$ cat src/rtl/dmem_arbiter.sv
// dmem_arbiter
//   Shares the single-port data memory between the pipeline MEM stage (CPU
//   port) and a peripheral/DMA master. The CPU has fixed priority. A
//   starvation counter forces one DMA slot after STARVE_MAX consecutive
//   denied DMA cycles, and the CPU is stalled for that one cycle.
//
// Ports
//   clk, reset             system clock, synchronous active-high reset
//   cpu_rd/wr/addr/wdata   MEM-stage request (rd and wr are forwarded as-is)
//   cpu_rdata              mem_rdata passthrough, valid when cpu_rd & ~cpu_stall
//   cpu_stall              CPU request not served this cycle
//   dma_req/we/addr/wdata  DMA request, held stable until dma_ack
//   dma_ack                registered pulse the cycle after the DMA access
//   dma_rdata              registered DMA read data, held between reads
//   mem_rd/wr/addr/wdata   to the data memory
//   mem_rdata              combinational read data from the data memory
module dmem_arbiter #(
  parameter int ADDR_W     = 32,
  parameter int DATA_W     = 32,
  parameter int STARVE_MAX = 4
) (
  input  logic              clk,
  input  logic              reset,
  input  logic              cpu_rd,
  input  logic              cpu_wr,
  input  logic [ADDR_W-1:0] cpu_addr,
  input  logic [DATA_W-1:0] cpu_wdata,
  output logic [DATA_W-1:0] cpu_rdata,
  output logic              cpu_stall,
  input  logic              dma_req,
  input  logic              dma_we,
  input  logic [ADDR_W-1:0] dma_addr,
  input  logic [DATA_W-1:0] dma_wdata,
  output logic              dma_ack,
  output logic [DATA_W-1:0] dma_rdata,
  output logic              mem_rd,
  output logic              mem_wr,
  output logic [ADDR_W-1:0] mem_addr,
  output logic [DATA_W-1:0] mem_wdata,
  input  logic [DATA_W-1:0] mem_rdata
);

  localparam logic [3:0] STARVE_LIM = 4'(STARVE_MAX);

  typedef struct packed {
    logic              rd;
    logic              wr;
    logic [ADDR_W-1:0] addr;
    logic [DATA_W-1:0] wdata;
  } mem_cmd_t;

  logic [3:0] starve_cnt;
  logic       cpu_req;
  logic       dma_pend;
  logic       starved;
  logic       grant_dma;
  logic       grant_cpu;
  mem_cmd_t   cpu_cmd;
  mem_cmd_t   dma_cmd;
  mem_cmd_t   mem_cmd;

  // ---------------------------------------------------------------- grant
  // A request sitting in its ack cycle is already served, so it does not
  // compete again; this gives the 2-cycle minimum DMA issue interval.
  always_comb begin
    cpu_req   = cpu_rd | cpu_wr;
    dma_pend  = dma_req & ~dma_ack;
    starved   = (starve_cnt == STARVE_LIM);
    // Grants are gated by reset so no memory write can occur in a reset cycle.
    grant_dma = ~reset & dma_pend & (~cpu_req | starved);
    grant_cpu = ~reset & cpu_req & ~grant_dma;
    cpu_stall = cpu_req & grant_dma;
  end

  // ----------------------------------------------------------- memory mux
  always_comb begin
    cpu_cmd = '{rd: cpu_rd, wr: cpu_wr, addr: cpu_addr, wdata: cpu_wdata};
    dma_cmd = '{rd: ~dma_we, wr: dma_we, addr: dma_addr, wdata: dma_wdata};
    mem_cmd = '0;
    if (grant_dma)      mem_cmd = dma_cmd;
    else if (grant_cpu) mem_cmd = cpu_cmd;
  end

  assign mem_rd    = mem_cmd.rd;
  assign mem_wr    = mem_cmd.wr;
  assign mem_addr  = mem_cmd.addr;
  assign mem_wdata = mem_cmd.wdata;

  // The CPU reads in the granted cycle with no extra latency.
  assign cpu_rdata = mem_rdata;

  // ---------------------------------------------------------------- state
  always_ff @(posedge clk) begin
    if (reset) begin
      dma_ack    <= 1'b0;
      dma_rdata  <= '0;
      starve_cnt <= '0;
    end else begin
      dma_ack <= grant_dma;
      if (grant_dma && !dma_we)
        dma_rdata <= mem_rdata;
      // Count only cycles where DMA competes and loses to the CPU; an
      // abandoned request or the ack cycle leaves the count alone.
      if (grant_dma)
        starve_cnt <= '0;
      else if (dma_pend && cpu_req && starve_cnt < STARVE_LIM)
        starve_cnt <= starve_cnt + 4'd1;
    end
  end

endmodule
$ cat config.mk
export PLATFORM = sky130hd
export DESIGN_NAME = dmem_arbiter
export DESIGN_NICKNAME = d
export VERILOG_FILES = /design/src/rtl/dmem_arbiter.sv
export SDC_FILE = /design/constraint.sdc
export NUM_CORES = 1
export LEC_CHECK = 0
export BUFFER_PORTS_ARGS = -buffer_cell sky130_fd_sc_hd__clkbuf_2
export CAP_MARGIN = 15
export CORE_AREA = 2 2 114 116
export CTS_BUF_LIST = sky130_fd_sc_hd__clkbuf_16
export CTS_CLUSTER_DIAMETER = 40
export DETAILED_ROUTE_END_ITERATION = 8
export DIE_AREA = 0 0 116 118
export HOLD_SLACK_MARGIN = 0.1
export MAX_ROUTING_LAYER = met4
export SLEW_MARGIN = 20
export SYNTH_ARGS = -nofsm -noshare
export SYNTH_HDL_FRONTEND = slang
export SYNTH_SLANG_ARGS = --single-unit
$ cat constraint.sdc
create_clock -name clk -period 1.9 [get_ports clk]
set_clock_uncertainty 0.2 [all_clocks]
set_input_delay 0.19 -clock clk [delete_from_list [all_inputs] [get_ports clk]]
set_output_delay 0.19 -clock clk [all_outputs]
set_load 0.01 [all_outputs]
==> results.cfg <==
[die]
die_h_um = 118
ios = 298
core_area_sq_mm = 0.01241
die_x_um = 116
dieArea_sq_mm = 0.01369
fp-row-count = 41
start_util_pct = 24.37

[yosys]
synthesis.area_sq_mm = 0.003025
yosysSeqAreaShare_pct = 24.48
ys_types = 32
yosys.area_share.xor_xnor_pct = 0
synth.area.mux_share_pct = 12.24
synth_top_family_by_area = compound AO/OA/AOI/OAI gates
synth_simple_gate_area_share_pct = 18.03
synth_area_leaders = dfxtp_1, o211ai_1, o21ai_0
netlist_instances = 397
synthAdderAreaFrac_pct = 0.8271
ys_seq_elements = 37
syn_nets = 565
avgSynthCellArea_sq_um = 7.621
synth_top_area_share_pct = 24.48
synth_top_cell_by_area = dfxtp_1
synth_compound_area_share_pct = 28.95
synth-warning-count = 0

[global_routing]
grt_max_degree = 53
grt_pass1_vias = 4094
met2_usage_pct = 35.38
grt-ovfl-total = 0
grt_antenna_before_repair = 0
grtUsageMet3_pct = 2.420
grt_most_used_layer = met2
grt_pass1_wl_um = 19910
track_usage_pct = 18.75
grt_util_met1_pct = 20.35

[worst_setup_path]
crit_arrival_ps = 1810
endpoint_kind = primary output
crit_buf_inv = 3
critical-path-slowest-cell = dfxtp_2
crit_chain = inv_2, ha_4, and3b_2, o21a_4, buf_12, o21ai_1, clkbuf_2
cp_top_family = compound AO/OA/AOI/OAI gates
start_kind = register
slowest_delay_ps = 340
cp_max_fo = 7
cp_data_required_time_ps = 1510
worstSetupPathType = reg2out

[placed_design]
post-place-cells = 811
post-place-ws_ps = -131.4
place_congestion = 0.8059
place_area_sq_mm = 0.004666
dp_hpwl_um = 9172
io_buffers = 297

[power_and_ir_drop]
p_leak_nw = 2.885
peakVddDrop_v = 0.0005673
pwr-share-seq_pct = 33.3
switching_share_pct = 29.68
clkPwrFrac_pct = 31.8
power_switching_mw = 0.7175
p_comb_share_pct = 34.9
power.internal_mw = 1.700
power.density_mw_per_mm2 = 424.8

[flow_run]
maxCapViolations = 0

[status]
violations = negative setup slack
outcome = complete, but fails checks

[clock_network]
cts-root-buf = clkbuf_16
clock_sinks = 37
cts-htree-levels = 2
numCtsBuffers = 5
path_clk_slew_ps = 50
clock_path_buffers = 2
cts_tree = built
clock_latency_ps = 270

[timing]
setup_viol = 99
max_freq_mhz = 453.6
layout_setup_ws_ps = -304.8
finalHoldViolCount = 0
fin_crit_ps = 2205
slew_headroom_pct = 61.83
period_share_pct = 116.0
rsz0062_at_grt = true
slew_viol_final = 0
tightestPinTransition_ps = 564.7

[layout]
final_core_util_pct = 45.85
nNetsFinal = 867
drive_gt1_share_pct = 63.86
nFillCells = 1215
final_common_cell = clkbuf_2
design_area_sq_mm = 0.005692
finalNonFillerCells = 872
final_cell_mix = clkbuf_2, nand2_1, o211ai_1, o21ai_2, buf_2
area_growth_syn_to_layout_pct = 88.13
n_antenna_cell = 0

[drt]
viasPerCell = 4.690
drtAntennaViolNets = 0
wl_per_cell_um = 15.40
drc = 0
via_count = 4090
drtIter0Drc = 149
drt_wl_total_um = 13430
drtPass1Iterations = 7

[min_path]
min_path_type = in2reg
## power by group through the flow
stage	logic (mW)	clock network (mW)	registers, mW
after floorplan	0.368	0	0.827
after global placement	0.715	0	0.819
after detailed placement	0.723	0	0.820
after CTS	0.831	0.802	0.804
after global routing	0.913	0.826	0.806
final	0.844	0.769	0.804
## layout make-up
type | instances | area [sq um] | share of cell area [%]
Clock buffer | 5 | 125.1 | 2.198
Clock inverter | 3 | 13.76 | 0.2418
Inverter | 3 | 11.26 | 0.1978
Multi-Input combinational cell | 282 | 2122 | 37.28
Sequential cell | 37 | 743.2 | 13.06
Tap cell | 172 | 215.2 | 3.781
Timing Repair Buffer | 370 | 2461 | 43.24
## flip-flops by register name, summed over array words and instances, names as in the netlist
| signal | count |
|---|---|
| dma_ack | 1 |
| dma_rdata | 32 |
| starve_cnt | 4 |
## kinds of logic (layout without fill, tap and decap cells)
kind of cell / count (synthesis) / in the layout
AO/OA/AOI/OAI: 137 / 138
adder cells (fa/ha/maj): 2 / 2
buffers and inverters: 79 / 381
flip-flops: 37 / 37
multiplexers: 33 / 33
AND/OR/NAND/NOR: 109 / 109
## synth_stat cells
master    number
o21ai_0       67
nand2_1       64
o211ai_1      64
dfxtp_1       37
buf_4         33
mux2_2        28
nor2b_1       28
clkbuf_1      18
buf_2         14
buf_1          7
and2b_1        4
buf_6          4
mux2_1         4
inv_1          3
a211oi_1       2
ha_1           2
nand2b_1       2
nand3_1        2
a31oi_1        1
and3_1         1
and3b_1        1
mux2i_1        1
nor2_2         1
nor3_1         1
nor3b_1        1
nor3b_4        1
nor4b_1        1
o211ai_4       1
o21a_1         1
o21ba_2        1
or2_2          1
or4b_2         1
## metrics by stage
step	hold WS [ps]	TNS, ps	power (mW)
3_5_place_dp	222.6	-3403	1.543
5_1_grt	146.7	-27990	2.545
2_1_floorplan	114.7	-376.4	1.196
6_report	121.3	-22410	2.418
3_3_place_gp	216.2	-1136	1.534
4_1_cts	126.1	-22720	2.437
## worst min-delay path, stage by stage
cell,delay [ps]
clkbuf_2,160
buf_4,160
a211oi_2,50
## repair_timing
item                       CTS  global route
hold buffers                33             0
setup buffers                9             1
resized for setup           52            74
pin swaps                   16            12
hold endpoints to repair    33             0
cloned                       8             2
setup endpoints to repair  101           100
## metal layers
| metal | vias up | part of all wire, % |
|---|---|---|
| met5 | - | 0 |
| met4 | 0 | 1.1 |
| met2 | 201 | 54 |
| met3 | 15 | 6.9 |
| met1 | 1879 | 38 |
| li1 | 1995 | - |
## worst paths after layout
path,start,end,slack (ps),cells after the start
worst max register to register,starve_cnt[1],dma_rdata[31],-170,8
worst min-delay path,reset,starve_cnt[0],120,3
worst min register to register,starve_cnt[3],starve_cnt[3],320,1
worst max-delay path,starve_cnt[1],mem_addr[21],-300,7
Note: power is estimated with default switching activity, not from simulation.
